## src/rtl/xiphy_dly_tap_pkg.sv

```systemverilog
// Shared types for the bitslice delay-tap sequencer: op codes, FSM states and the clamp helper.
package xiphy_dly_tap_pkg;

   localparam int TAP_W = 9;

   typedef enum logic [1:0] {
      OP_INC  = 2'b00,
      OP_DEC  = 2'b01,
      OP_LOAD = 2'b10,
      OP_READ = 2'b11
   } op_e;

   typedef enum logic [2:0] {
      ST_IDLE,
      ST_VTC_OFF,
      ST_PRE_SAMPLE,
      ST_ACT,
      ST_POST_SAMPLE,
      ST_RESP
   } state_e;

   typedef struct packed {
      logic [TAP_W-1:0] amt;
      logic             err;
   } clamp_t;

   // Step count (INC/DEC) or load target (LOAD), limited by the delay-line range.
   function automatic clamp_t clamp_req(op_e op, logic [TAP_W-1:0] req,
                                        logic [TAP_W-1:0] cur, logic [TAP_W:0] tap_max);
      logic [TAP_W:0] req10;
      logic [TAP_W:0] cur10;
      logic [TAP_W:0] lim;
      clamp_t         r;
      req10 = {1'b0, req};
      cur10 = {1'b0, cur};
      case (op)
         OP_INC:  lim = (cur10 >= tap_max) ? '0 : tap_max - cur10;
         OP_DEC:  lim = cur10;
         default: lim = tap_max;
      endcase
      r.err = (op != OP_READ) && (req10 > lim);
      r.amt = (req10 > lim) ? lim[TAP_W-1:0] : req;
      return r;
   endfunction

endpackage

```

## src/rtl/xiphy_dly_wait_cnt.sv

```systemverilog
// Loadable down-counter; done is high while the count sits at zero.
// Loading N-1 makes done rise in the Nth cycle after the load edge.
module xiphy_dly_wait_cnt #(
   parameter int W = 8
) (
   input  logic         clk,
   input  logic         rst,
   input  logic         load,
   input  logic [W-1:0] load_val,
   output logic         done
);

   logic [W-1:0] cnt;

   always_ff @(posedge clk or posedge rst) begin
      if (rst) begin
         cnt <= '0;
      end else if (load) begin
         cnt <= load_val;
      end else if (cnt != '0) begin
         cnt <= cnt - W'(1);
      end
   end

   assign done = (cnt == '0);

endmodule

```

## src/rtl/xiphy_dly_tap_ctrl.sv

```systemverilog
// Turns one calibration request into a legal ce/inc/ld/en_vtc sequence on a bitslice delay line.
// One request outstanding; req_ready is high only in IDLE and rsp_valid pulses once per request.
module xiphy_dly_tap_ctrl
   import xiphy_dly_tap_pkg::*;
#(
   parameter int VTC_SETTLE_CYC = 16,
   parameter int STEP_GAP_CYC   = 4,
   parameter int SAMPLE_CYC     = 3,
   parameter int IDLE_VTC_CYC   = 64,
   parameter int TAP_MAX        = 511
) (
   input  logic             clk,
   input  logic             rst,
   input  logic             req_valid,
   output logic             req_ready,
   input  logic [1:0]       req_op,
   input  logic [TAP_W-1:0] req_val,
   output logic             rsp_valid,
   output logic [TAP_W-1:0] rsp_cntvalue,
   output logic             rsp_err,
   output logic             dly_ce,
   output logic             dly_inc,
   output logic             dly_ld,
   output logic [TAP_W-1:0] dly_cntvaluein,
   output logic             dly_en_vtc,
   input  logic [TAP_W-1:0] dly_cntvalueout
);

   localparam int MAX_A    = (VTC_SETTLE_CYC > STEP_GAP_CYC) ? VTC_SETTLE_CYC : STEP_GAP_CYC;
   localparam int MAX_B    = (SAMPLE_CYC > IDLE_VTC_CYC) ? SAMPLE_CYC : IDLE_VTC_CYC;
   localparam int WAIT_MAX = (MAX_A > MAX_B) ? MAX_A : MAX_B;
   localparam int WAIT_W   = $clog2(WAIT_MAX + 1);

   localparam logic [WAIT_W-1:0] SETTLE_LD = WAIT_W'(VTC_SETTLE_CYC - 1);
   localparam logic [WAIT_W-1:0] GAP_LD    = WAIT_W'(STEP_GAP_CYC - 1);
   localparam logic [WAIT_W-1:0] SAMPLE_LD = WAIT_W'(SAMPLE_CYC - 1);
   localparam logic [WAIT_W-1:0] IDLE_LD   = WAIT_W'(IDLE_VTC_CYC - 1);

   state_e           state;
   op_e              op_q;
   logic [TAP_W-1:0] val_q;
   logic [TAP_W-1:0] rem_q;
   logic             err_q;

   logic              accept;
   logic              is_step;
   logic              act_last;
   clamp_t            clamp;
   logic              wait_load;
   logic [WAIT_W-1:0] wait_val;
   logic              wait_done;

   assign accept   = req_valid & req_ready;
   assign is_step  = (op_q == OP_INC) || (op_q == OP_DEC);
   assign act_last = is_step ? (dly_ce && (rem_q == '0)) : dly_ld;
   assign clamp    = clamp_req(op_q, val_q, dly_cntvalueout, (TAP_W+1)'(TAP_MAX));

   // One timer serves settle, step gap, sample and idle windows; reload points follow the FSM edges.
   always_comb begin
      wait_load = 1'b0;
      wait_val  = '0;
      case (state)
         ST_IDLE: begin
            if (accept) begin
               wait_load = 1'b1;
               wait_val  = dly_en_vtc ? SETTLE_LD : '0;
            end
         end
         ST_VTC_OFF: begin
            if (wait_done) begin
               wait_load = 1'b1;
               wait_val  = SAMPLE_LD;
            end
         end
         ST_PRE_SAMPLE: begin
            if (wait_done && is_step) begin
               wait_load = 1'b1;
               wait_val  = (clamp.amt == '0) ? SAMPLE_LD : GAP_LD;
            end
         end
         ST_ACT: begin
            if (act_last) begin
               wait_load = 1'b1;
               wait_val  = SAMPLE_LD;
            end else if (is_step && !dly_ce && wait_done) begin
               wait_load = 1'b1;
               wait_val  = GAP_LD;
            end
         end
         ST_RESP: begin
            wait_load = 1'b1;
            wait_val  = IDLE_LD;
         end
         default: ;
      endcase
   end

   xiphy_dly_wait_cnt #(.W(WAIT_W)) u_wait (
      .clk      (clk),
      .rst      (rst),
      .load     (wait_load),
      .load_val (wait_val),
      .done     (wait_done)
   );

   always_ff @(posedge clk or posedge rst) begin
      if (rst) begin
         state          <= ST_IDLE;
         op_q           <= OP_INC;
         val_q          <= '0;
         rem_q          <= '0;
         err_q          <= 1'b0;
         req_ready      <= 1'b0;
         rsp_valid      <= 1'b0;
         rsp_cntvalue   <= '0;
         rsp_err        <= 1'b0;
         dly_ce         <= 1'b0;
         dly_inc        <= 1'b0;
         dly_ld         <= 1'b0;
         dly_cntvaluein <= '0;
         dly_en_vtc     <= 1'b1;
      end else begin
         rsp_valid <= 1'b0;
         dly_ce    <= 1'b0;
         dly_ld    <= 1'b0;
         case (state)
            ST_IDLE: begin
               if (accept) begin
                  state      <= ST_VTC_OFF;
                  req_ready  <= 1'b0;
                  op_q       <= op_e'(req_op);
                  val_q      <= req_val;
                  dly_en_vtc <= 1'b0;
               end else begin
                  req_ready <= 1'b1;
                  if (!dly_en_vtc && wait_done) begin
                     dly_en_vtc <= 1'b1;
                  end
               end
            end
            ST_VTC_OFF: begin
               if (wait_done) begin
                  state <= ST_PRE_SAMPLE;
               end
            end
            ST_PRE_SAMPLE: begin
               if (wait_done) begin
                  err_q <= clamp.err;
                  if (op_q == OP_READ) begin
                     state        <= ST_RESP;
                     rsp_valid    <= 1'b1;
                     rsp_cntvalue <= dly_cntvalueout;
                     rsp_err      <= 1'b0;
                  end else if (op_q == OP_LOAD) begin
                     state          <= ST_ACT;
                     dly_cntvaluein <= clamp.amt;
                  end else if (clamp.amt == '0) begin
                     state <= ST_POST_SAMPLE;
                  end else begin
                     state   <= ST_ACT;
                     dly_inc <= (op_q == OP_INC);
                     dly_ce  <= 1'b1;
                     rem_q   <= clamp.amt - TAP_W'(1);
                  end
               end
            end
            ST_ACT: begin
               if (act_last) begin
                  state          <= ST_POST_SAMPLE;
                  dly_inc        <= 1'b0;
                  dly_cntvaluein <= '0;
               end else if (!is_step) begin
                  dly_ld <= 1'b1;
               end else if (!dly_ce && wait_done) begin
                  dly_ce <= 1'b1;
                  rem_q  <= rem_q - TAP_W'(1);
               end
            end
            ST_POST_SAMPLE: begin
               if (wait_done) begin
                  state        <= ST_RESP;
                  rsp_valid    <= 1'b1;
                  rsp_cntvalue <= dly_cntvalueout;
                  rsp_err      <= err_q;
               end
            end
            ST_RESP: begin
               state     <= ST_IDLE;
               req_ready <= 1'b1;
            end
            default: state <= ST_IDLE;
         endcase
      end
   end

endmodule

```

## config.mk

```make
export PLATFORM = sky130hd
export DESIGN_NAME = xiphy_dly_tap_ctrl
export DESIGN_NICKNAME = d
export VERILOG_FILES = /design/src/rtl/xiphy_dly_tap_pkg.sv /design/src/rtl/xiphy_dly_wait_cnt.sv /design/src/rtl/xiphy_dly_tap_ctrl.sv
export SDC_FILE = /design/constraint.sdc
export NUM_CORES = 1
export LEC_CHECK = 0
export ABC_AREA = 1
export CORE_MARGIN = 2
export CORE_UTILIZATION = 35
export DETAILED_ROUTE_END_ITERATION = 12
export GPL_TIMING_DRIVEN = 0
export HOLD_SLACK_MARGIN = 0.1
export MAX_ROUTING_LAYER = met4
export PLACE_DENSITY = 0.56
export SLEW_MARGIN = 10
export SYNTH_ARGS = -nofsm -noshare
export SYNTH_HDL_FRONTEND = slang
export SYNTH_SLANG_ARGS = --single-unit
```

## constraint.sdc

```tcl
create_clock -name clk -period 4.4 [get_ports clk]
set_clock_uncertainty 0.05 [all_clocks]
set_input_delay 0.66 -clock clk [delete_from_list [all_inputs] [get_ports clk]]
set_output_delay 0.66 -clock clk [all_outputs]
set_load 0.02 [all_outputs]
```

Word-level counts from Yosys, hierarchy flattened
Index checks and enable logic that the tools add are counted.
- $add $sub $neg: 4
- $mul: 0
- divide/modulo/power cells: 0
- magnitude comparators: 2
- equal/unequal tests: 22
- shifts and indexed selects: 0
- mux-type cells: 74
- bitwise logic cells: 1
- reduce and logical (&&, ||, !) cells: 29
- operators with widths (cell ; number):
    2-to-1 mux 9 bit ; 15
    one-hot mux 9 bit (2 select lines) ; 3
    2-to-1 mux 1 bit ; 30
    one-hot mux 6 bit (5 select lines) ; 1
    inequality test 2 bit (second input constant) ; 14
    2-to-1 mux 3 bit ; 8
    one-hot mux 10 bit (2 select lines) ; 1
    logical NOT 9 bit ; 2
    subtractor 9 x 1 -> 9 bit (second input constant) ; 2
    one-hot mux 3 bit (5 select lines) ; 1
    2-to-1 mux 7 bit ; 2
    > comparator 9 x 10 -> 1 bit ; 1
    2-to-1 mux 10 bit ; 1
    one-hot mux 1 bit (2 select lines) ; 5
    AND reduction 5 bit ; 2
    nonzero test 2 bit ; 5
    subtractor 9 x 9 -> 10 bit (first input constant) ; 1
    >= comparator 9 bit (second input constant) ; 1
    2-to-1 mux 2 bit ; 4
    2-to-1 mux 4 bit ; 2
    AND reduction 8 bit ; 1
    logical AND 1 bit ; 7
    logical NOT 7 bit ; 1
    nonzero test 7 bit ; 1
    other kinds (15) ; 21
- register bits: 56
- bits in latches: 0
- bits in writable memories: 0
- memory bits (read-only): 0
- output and inout port bits: 25
- word-level logic and storage cells: 147
- memories: 0

Logic depth before layout (Yosys ltp)
- depth in word-level cells: 11
- mapped depth: 23
- depth with buffers taken out: 22

Cells and area by module
From an unflattened synthesis, not the netlist that was laid out.
- cells, all modules: 455
- area total of the unflattened synthesis: 3482.1 µm²
- modules (own cells, without submodules) (module ; instances ; cells an instance ; area an instance (µm²) ; seq. area each (µm²)):
    xiphy_dly_tap_ctrl ; 1 ; 386 ; 2967.8 ; 1227.4
    xiphy_dly_wait_cnt ; 1 ; 69 ; 514.2 ; 175.2

Worst setup path before layout
OpenSTA, ideal clock, no wires.
- path type: input to register
- from: input port dly_cntvalueout[8]
- to: register rem_q[8]
- arrival time: 2.780 ns
- required time: 4.273 ns
- setup slack: 1.493 ns
- cell stages on the path: 19
- cell sequence: o21ai_0 > ha_1 > inv_1 > nor2_4 > nand3_1 > nand3_2 > nand2_2 > buf_6 > nand2_2 > nand3_1 > nand2_1 > inv_1 > ha_1 > nand3_1 > nor2_1 > nand3_1 > nand2_1 > nand2_1 > a21oi_1
- longest elaborated chain between the ends: 11
- RTL lines (item ; RTL line ; RTL):
    from (decl) ; xiphy_dly_tap_ctrl.sv:26 ; input logic [TAP_W-1:0] dly_cntvalueout
    subtractor 9 x 9 -> 10 bit or >= comparator 9 bit (tied branches) ; xiphy_dly_tap_pkg.sv:37 ; OP_INC: lim = (cur10 >= tap_max) ? '0 : tap_max - cur10;
    2-to-1 mux 10 bit ; xiphy_dly_tap_pkg.sv:37 ;
    one-hot mux 10 bit (2 select lines) (*) ; xiphy_dly_tap_pkg.sv:36 ; case (op)
    > comparator 9 x 10 -> 1 bit ; xiphy_dly_tap_pkg.sv:42 ; r.amt = (req10 > lim) ? lim[TAP_W-1:0] : req;
    2-to-1 mux 9 bit (*) ; xiphy_dly_tap_pkg.sv:42 ;
    subtractor 9 x 1 -> 9 bit ; xiphy_dly_tap_ctrl.sv:163 ; rem_q <= clamp.amt - TAP_W'(1);
    2-to-1 mux 9 bit ; xiphy_dly_tap_ctrl.sv:157 ; end else if (clamp.amt == '0) begin
    2-to-1 mux 9 bit ; xiphy_dly_tap_ctrl.sv:154 ; end else if (op_q == OP_LOAD) begin
    2-to-1 mux 9 bit ; xiphy_dly_tap_ctrl.sv:149 ; if (op_q == OP_READ) begin
    2-to-1 mux 9 bit ; xiphy_dly_tap_ctrl.sv:147 ; if (wait_done) begin
    one-hot mux 9 bit (2 select lines) ; xiphy_dly_tap_ctrl.sv:126 ; case (state)
    to (signal assigned) ; xiphy_dly_tap_ctrl.sv:163 ;
    to (signal assigned) ; xiphy_dly_tap_ctrl.sv:176 ; rem_q <= rem_q - TAP_W'(1);
    to (decl) ; xiphy_dly_tap_ctrl.sv:42 ; logic [TAP_W-1:0] rem_q;
Every way passes the cells marked *; elsewhere a longest branch is shown, timed or not. The select of a mux whose other input is x is not followed.
A chain may end at the register's enable or synchronous reset.

Worst setup path in the final report
- from: input port dly_cntvalueout[5]
- to: register rem_q[8]
Same word-level chain as after synthesis.

==> results.yml <==
global_routing:
  grt_util_all_layers: 0.178
  via_count_of_the_first_global_routing_pass: 2913
  global_route.overflow_total: 0
  global_route_wire_length_before_repair_mm: 14.1
  antenna_found_initial: 0
  maximum_number_of_pins_on_one_net_before_global_route_repair: 35
clock_tree:
  cts_tree: "done"
  cts_setup_buffers: 0
  cts_max_path_buffers: 2
  worst_skew_pair.late_latency_ns: 0.32
  h_tree_level_count: 2
  post_cts_resize_count: 0
  clock_tree.root_cell: "sky130_fd_sc_hd__clkbuf_8"
  postCtsHoldBufs: 0
  clk_pin_slew_ns: 0.11
  cts.sinks: 56
  tritoncts.num_buffers: 5
floorplanning:
  floorplan.die.height_um: 101
  boundaryPins: 48
  initial_utilization: 0.361
  placeableCoreArea_um2: 9200
  std_cell_rows: 35
  floorplan.die.width_um: 101
  die_area_um2: 10300
detailed_routing:
  highest-signal-layer: "met4"
  ant_nets: 0
  routed_wirelength_mm: 8.15
  avgViaCountPerCell: 4.73
  wl_met3_um: 299
  drt_first_iter_violations: 185
  routedLengthMet1_mm: 4.10
  wire_per_inst_um: 12.9
  dr.pass1.iters: 4
  routed-via-count: 2993
  drc: 0
  met2_wirelength_mm: 3.66
worst_setup_path:
  reg2reg_depth: 22
  timing.critical_path.from_type: "input pin"
  critical_path_class: "in -> reg"
  cp_data_required_time_ns: 4.59
  worstPathMaxFanout: 9
  critPathCaptureType: "register"
  worst_ep_arrival_time_ns: 3.78
worst_hold_path:
  whs_path_depth: 2
  timing.hold.worst.class: "reg -> reg"
timing:
  timing_worst_slew_pin_value_ns: 0.523
  slew_headroom: 0.651
  fmax_mhz: 279
  finalMaxSlewViolations: 0
  final_worst_path_cycle_share: 0.815
  setup_repair_after_global_routing_missed_its_margin: "false"
  setup_viol: 0
  layout_min_cycle_time_ns: 3.59
  number_of_hold_slack_violations_in_the_final_timing_report: 0
  setup_total_negative_slack_ns: 0
placed_design:
  gp_congestion: 0.937
  dpl.hpwl_mm: 6.46
  port_buffers: 47
  postPlaceCellArea_um2: 3950
pwr:
  post-layout-total-power_w: 0.00317
  power_per_cell_area_nw_per_um2: 780
  cellLeakagePower_nw: 2.03
  vdd.ir_drop.worst_mv: 0.375
yosys:
  synth_warnings: 0
  synthesis.area_um2: 3320
  share_of_the_yosys_chip_area_belonging_to_registers: 0.423
  synth-main-ff-cell: "sky130_fd_sc_hd__dfrtp_1"
  synth.net_count: 500
  postSynth.asyncResetShare: 1.00
  syn_inst: 466
  avgSynthCellArea_um2: 7.12
  synth-edff-count: 0
  ys_seq_elements: 56
  synth_cell_types: 35
outcome:
  outcome: "complete, no violations"
finish:
  synthToLayoutAreaGrowth_pct: 22.6
  final_core_util: 0.442
  antenna_cells_inserted: 0
  finish.instance_area_um2: 4070
  final_net_count: 555
  drive_above_1_share: 0.0747
flow_run:
  maxCapViolCount: 0
-- worst max-delay path, cell delays in order --
cell,delay [ns]
sky130_fd_sc_hd__clkdlybuf4s50_1,0.45
sky130_fd_sc_hd__o21ai_0,0.43
sky130_fd_sc_hd__ha_1,0.35
sky130_fd_sc_hd__nand2_2,0.11
sky130_fd_sc_hd__inv_2,0.03
sky130_fd_sc_hd__nand2_1,0.05
sky130_fd_sc_hd__nand2_1,0.04
sky130_fd_sc_hd__nand2_1,0.06
sky130_fd_sc_hd__nand3_2,0.16
sky130_fd_sc_hd__nand2_2,0.12
sky130_fd_sc_hd__nand2_1,0.07
sky130_fd_sc_hd__nand3_1,0.10
sky130_fd_sc_hd__o21ai_0,0.13
sky130_fd_sc_hd__inv_1,0.16
sky130_fd_sc_hd__ha_1,0.24
sky130_fd_sc_hd__nand3_1,0.09
sky130_fd_sc_hd__nor2_1,0.20
sky130_fd_sc_hd__nand3_1,0.10
sky130_fd_sc_hd__nand2_1,0.07
sky130_fd_sc_hd__nand2_1,0.05
sky130_fd_sc_hd__a21oi_1,0.11
-- power by group --
| group | total (W) | switching [W] | internal (W) |
|---|---|---|---|
| clock | 0.000362 | 0.000186 | 0.000176 |
| sequential | 0.000901 | 0.000157 | 0.000744 |
| combinational | 0.00191 | 0.00120 | 0.000706 |
| total | 0.00317 | 0.00154 | 0.00163 |
-- routing by layer --
| metal | vias to the layer above | global-route usage |
|---|---|---|
| li1 | 1578 | - |
| met1 | 1355 | 0.253 |
| met2 | 54 | 0.272 |
| met3 | 6 | 0.0228 |
| met4 | 0 | 0.0395 |
| met5 | - | - |
-- per-stage QoR --
| step | hold WS, ns | setup WS [ns] | std cells |
|---|---|---|---|
| floorplan | 0.414 | 1.49 | 466 |
| global placement | 0.408 | 0.576 | 624 |
| detailed placement | 0.409 | 0.531 | 625 |
| CTS | 0.438 | 0.859 | 633 |
| global route | 0.471 | 0.398 | 633 |
| finish | 0.429 | 0.814 | 633 |
-- registers in the layout (all words and copies together), names as in the netlist --
signal and cells:
err_q 1, u_wait.cnt 7, dly_ld 1, val_q 9, op_q 2, state 3, dly_ce 1, rsp_cntvalue 9
dly_inc 1, rsp_err 1, req_ready 1, dly_en_vtc 1, rsp_valid 1, rem_q 9, dly_cntvaluein 9
-- synth_stat cells (2+ instances only) --
cell | n | area [um2]
sky130_fd_sc_hd__nand2_1 | 151 | 567
sky130_fd_sc_hd__inv_1 | 59 | 221
sky130_fd_sc_hd__dfrtp_1 | 55 | 1380
sky130_fd_sc_hd__nor2_1 | 46 | 173
sky130_fd_sc_hd__o21ai_0 | 40 | 200
sky130_fd_sc_hd__nand3_1 | 33 | 165
sky130_fd_sc_hd__a21oi_1 | 12 | 60.1
sky130_fd_sc_hd__ha_1 | 11 | 138
sky130_fd_sc_hd__clkbuf_1 | 6 | 22.5
sky130_fd_sc_hd__nand2_2 | 6 | 37.5
sky130_fd_sc_hd__nor2_2 | 6 | 37.5
sky130_fd_sc_hd__inv_2 | 5 | 18.8
sky130_fd_sc_hd__xor2_1 | 4 | 35.0
sky130_fd_sc_hd__nand4_1 | 3 | 18.8
sky130_fd_sc_hd__nor3_1 | 3 | 15.0
sky130_fd_sc_hd__o21ai_1 | 3 | 15.0
sky130_fd_sc_hd__buf_6 | 2 | 22.5
sky130_fd_sc_hd__clkinv_1 | 2 | 7.51
sky130_fd_sc_hd__nor2_4 | 2 | 22.5
sky130_fd_sc_hd__or2_2 | 2 | 12.5
-- cells in the final DEF, fill, tap and decap left out, types with 2 or more instances in the layout --
master,n
sky130_fd_sc_hd__a21oi_1,12
sky130_fd_sc_hd__buf_6,2
sky130_fd_sc_hd__clkbuf_1,6
sky130_fd_sc_hd__clkbuf_8,5
sky130_fd_sc_hd__clkdlybuf4s50_1,47
sky130_fd_sc_hd__clkinv_1,2
sky130_fd_sc_hd__dfrtp_1,55
sky130_fd_sc_hd__ha_1,11
sky130_fd_sc_hd__inv_1,58
sky130_fd_sc_hd__inv_2,6
sky130_fd_sc_hd__nand2_1,151
sky130_fd_sc_hd__nand2_2,6
sky130_fd_sc_hd__nand3_1,33
sky130_fd_sc_hd__nand4_1,3
sky130_fd_sc_hd__nor2_1,46
sky130_fd_sc_hd__nor2_2,6
sky130_fd_sc_hd__nor2_4,2
sky130_fd_sc_hd__nor3_1,3
sky130_fd_sc_hd__o21ai_0,40
sky130_fd_sc_hd__o21ai_1,3
sky130_fd_sc_hd__or2_2,2
sky130_fd_sc_hd__xor2_1,4
-- final cells by class --
type                       instances  area, um2
multi-input combinational        336       1620
buffer                             8       45.0
clock buffer                       5       68.8
tap                              111        139
sequential                        56       1400
timing repair buffer              48        490
inverter                          66        248
fill                             945       5130
clock inverter                     3       50.0
-- path summary, 6_finish.rpt --
path,startpoint,endpoint,slack (ns)
max,dly_cntvalueout[5],rem_q[8],0.81
min,dly_inc,dly_inc,0.43
max reg2reg,op_q[1],rem_q[8],0.83
min reg2reg,dly_inc,dly_inc,0.43
max in group asynchronous,rst,dly_en_vtc,3.02
min in group asynchronous,rst,rem_q[6],0.65
-- cells by family (layout without fill, tap and decap cells) --
kind of cell,after synthesis,after routing,synth area share
compound gates,62,62,0.100
xor+xnor,5,5,0.0132
fa+ha+maj,11,11,0.0415
buf+inv,74,130,0.0883
flops,56,56,0.423
simple gates,258,258,0.334
Power figures use the tool's default switching activity.
==> RTL change, RTL diff (config.mk and constraints unchanged) <==
`IDLE_VTC_CYC`: 64 -> 32.
--- a/src/rtl/xiphy_dly_tap_ctrl.sv
+++ b/src/rtl/xiphy_dly_tap_ctrl.sv
@@ -6,7 +6,7 @@
    parameter int VTC_SETTLE_CYC = 16,
    parameter int STEP_GAP_CYC   = 4,
    parameter int SAMPLE_CYC     = 3,
-   parameter int IDLE_VTC_CYC   = 64,
+   parameter int IDLE_VTC_CYC   = 32,
    parameter int TAP_MAX        = 511
 ) (
    input  logic             clk,
Check against the original RTL: same outputs for any inputs over 10 cycles, from zero or initial values and one cycle with rst high; that may be too few to reach the edited logic, so the function may still have changed.
==> RTL change against the unedited design <==
  * Register-to-register slack improved by 0.07 ns
  * Hold slack got worse by 0.0012 ns
  * Worst setup slack improved by 0.061 ns
  * Design area decreased by 0.86%
  * Total power decreased by 1.0%
  * Synthesized area decreased by 0.49%
  * Sequential cell count decreased by 1
  * Wire length decreased by 0.76%
  * Critical path type unchanged
  * Highest routed layer unchanged
==> RTL change: results (changes against the unedited design) <==
WL/cell: 13.2 um (+2.3%)
first-pass GRT wire length: 14,000 um (-0.20%)
NumNets Final: 537 (-3.2%)
distinct cell type count after synthesis: 39 (+11%)
layout cells sized above 1: 8.75% (+1.3 points)
Synth Area in XOR/XNOR: 1.86% (+0.54 points)
global-route usage over all layers: 17.6% (-0.23 points)
minimum clock period: 3.53 ns (-0.0607 ns)
Synth top cells by count: nand2_1 (152), dfrtp_1 (54), inv_1 (49), o21ai_0 (38), nor2_1 (35)
register area share after synthesis: 41.7% (-0.55 points)
post-synthesis adder-cell area fraction: 4.55% (+0.40 points)
status: finished, final reports clean
Post-DP HPWL: 6200 um (-4.1%)
Arrival @ worst endpoint: 3.68 ns (-0.10 ns)
worst hold endpoint: rsp_cntvalue[6]$_DFFE_PP0P_
syn_nets: 482 (-3.6%)
Worst VDD drop: 0.323 mV (-14%)
placed cell area: 3930 um^2 (-0.41%)
flop-to-flop setup slack: 0.90 ns (+0.07 ns)
vias in the first global route: 3,008 (+3.3%)
crit path max fanout: 10 (+1)
hold path start: rsp_cntvalue[6]$_DFFE_PP0P_
Hold/Removal Path Class: reg2reg
Placement Setup Slack: 0.584 ns (+0.0526 ns)
actual transition at the worst max-transition pin: 0.523 ns (-0.000432 ns)
wire length on met2: 3670 um (+0.11%)
Mean Syn Cell Area: 7.38 um^2 (+3.7%)
fraction of synthesized area in multiplexers: 0% (unchanged)
GPL Wtd Cong: 0.845 (-9.8%)
wire length on met3: 329 um (+10%)
reg2reg end: rem_q[6]$_DFFE_PP0P_
dpl cells: 606 (-3.0%)
synth top area cells: dfrtp_1 (41%), nand2_1 (17%), o21ai_0 (5.8%)
clk_lat worst skew: 0.30 ns (-0.02 ns)
reg2reg path depth: 23 (+4.5%)
aggregate routed wire length: 8090 um (-0.76%)
[RTL change: changes by cell type after synthesis, moves of 2 or more]
| cell | change |
|---|---|
| nand3_1 | -4 |
| nor2_1 | -11 |
| nand3_2 | +2 |
| nor3_1 | +2 |
| clkbuf_1 | -4 |
| nand4_1 | +5 |
| o21ai_0 | -2 |
| o21ai_1 | +4 |
| inv_1 | -10 |
| a21oi_1 | -8 |
[RTL change: routing by layer]
layer  global-route usage [%]  up-vias
met5                        -        -
met3                     2.50        8
met1                     23.6     1379
met4                     4.26        0
met2                     28.0       70
li1                         -     1529
[RTL change: area by class of cell]
class                           instances  area [um^2]
Sequential cell                        55         1380
Buffer                                  7         43.8
Clock buffer                            8          100
Inverter                               55          206
Fill cell                             968         5170
Tap cell                              111          139
Timing Repair Buffer                   48          490
Multi-Input combinational cell        330         1670
[RTL change: report_power, final]
group	switching, mW	internal, mW
registers	0.144	0.728
clock network	0.162	0.144
logic	1.24	0.717
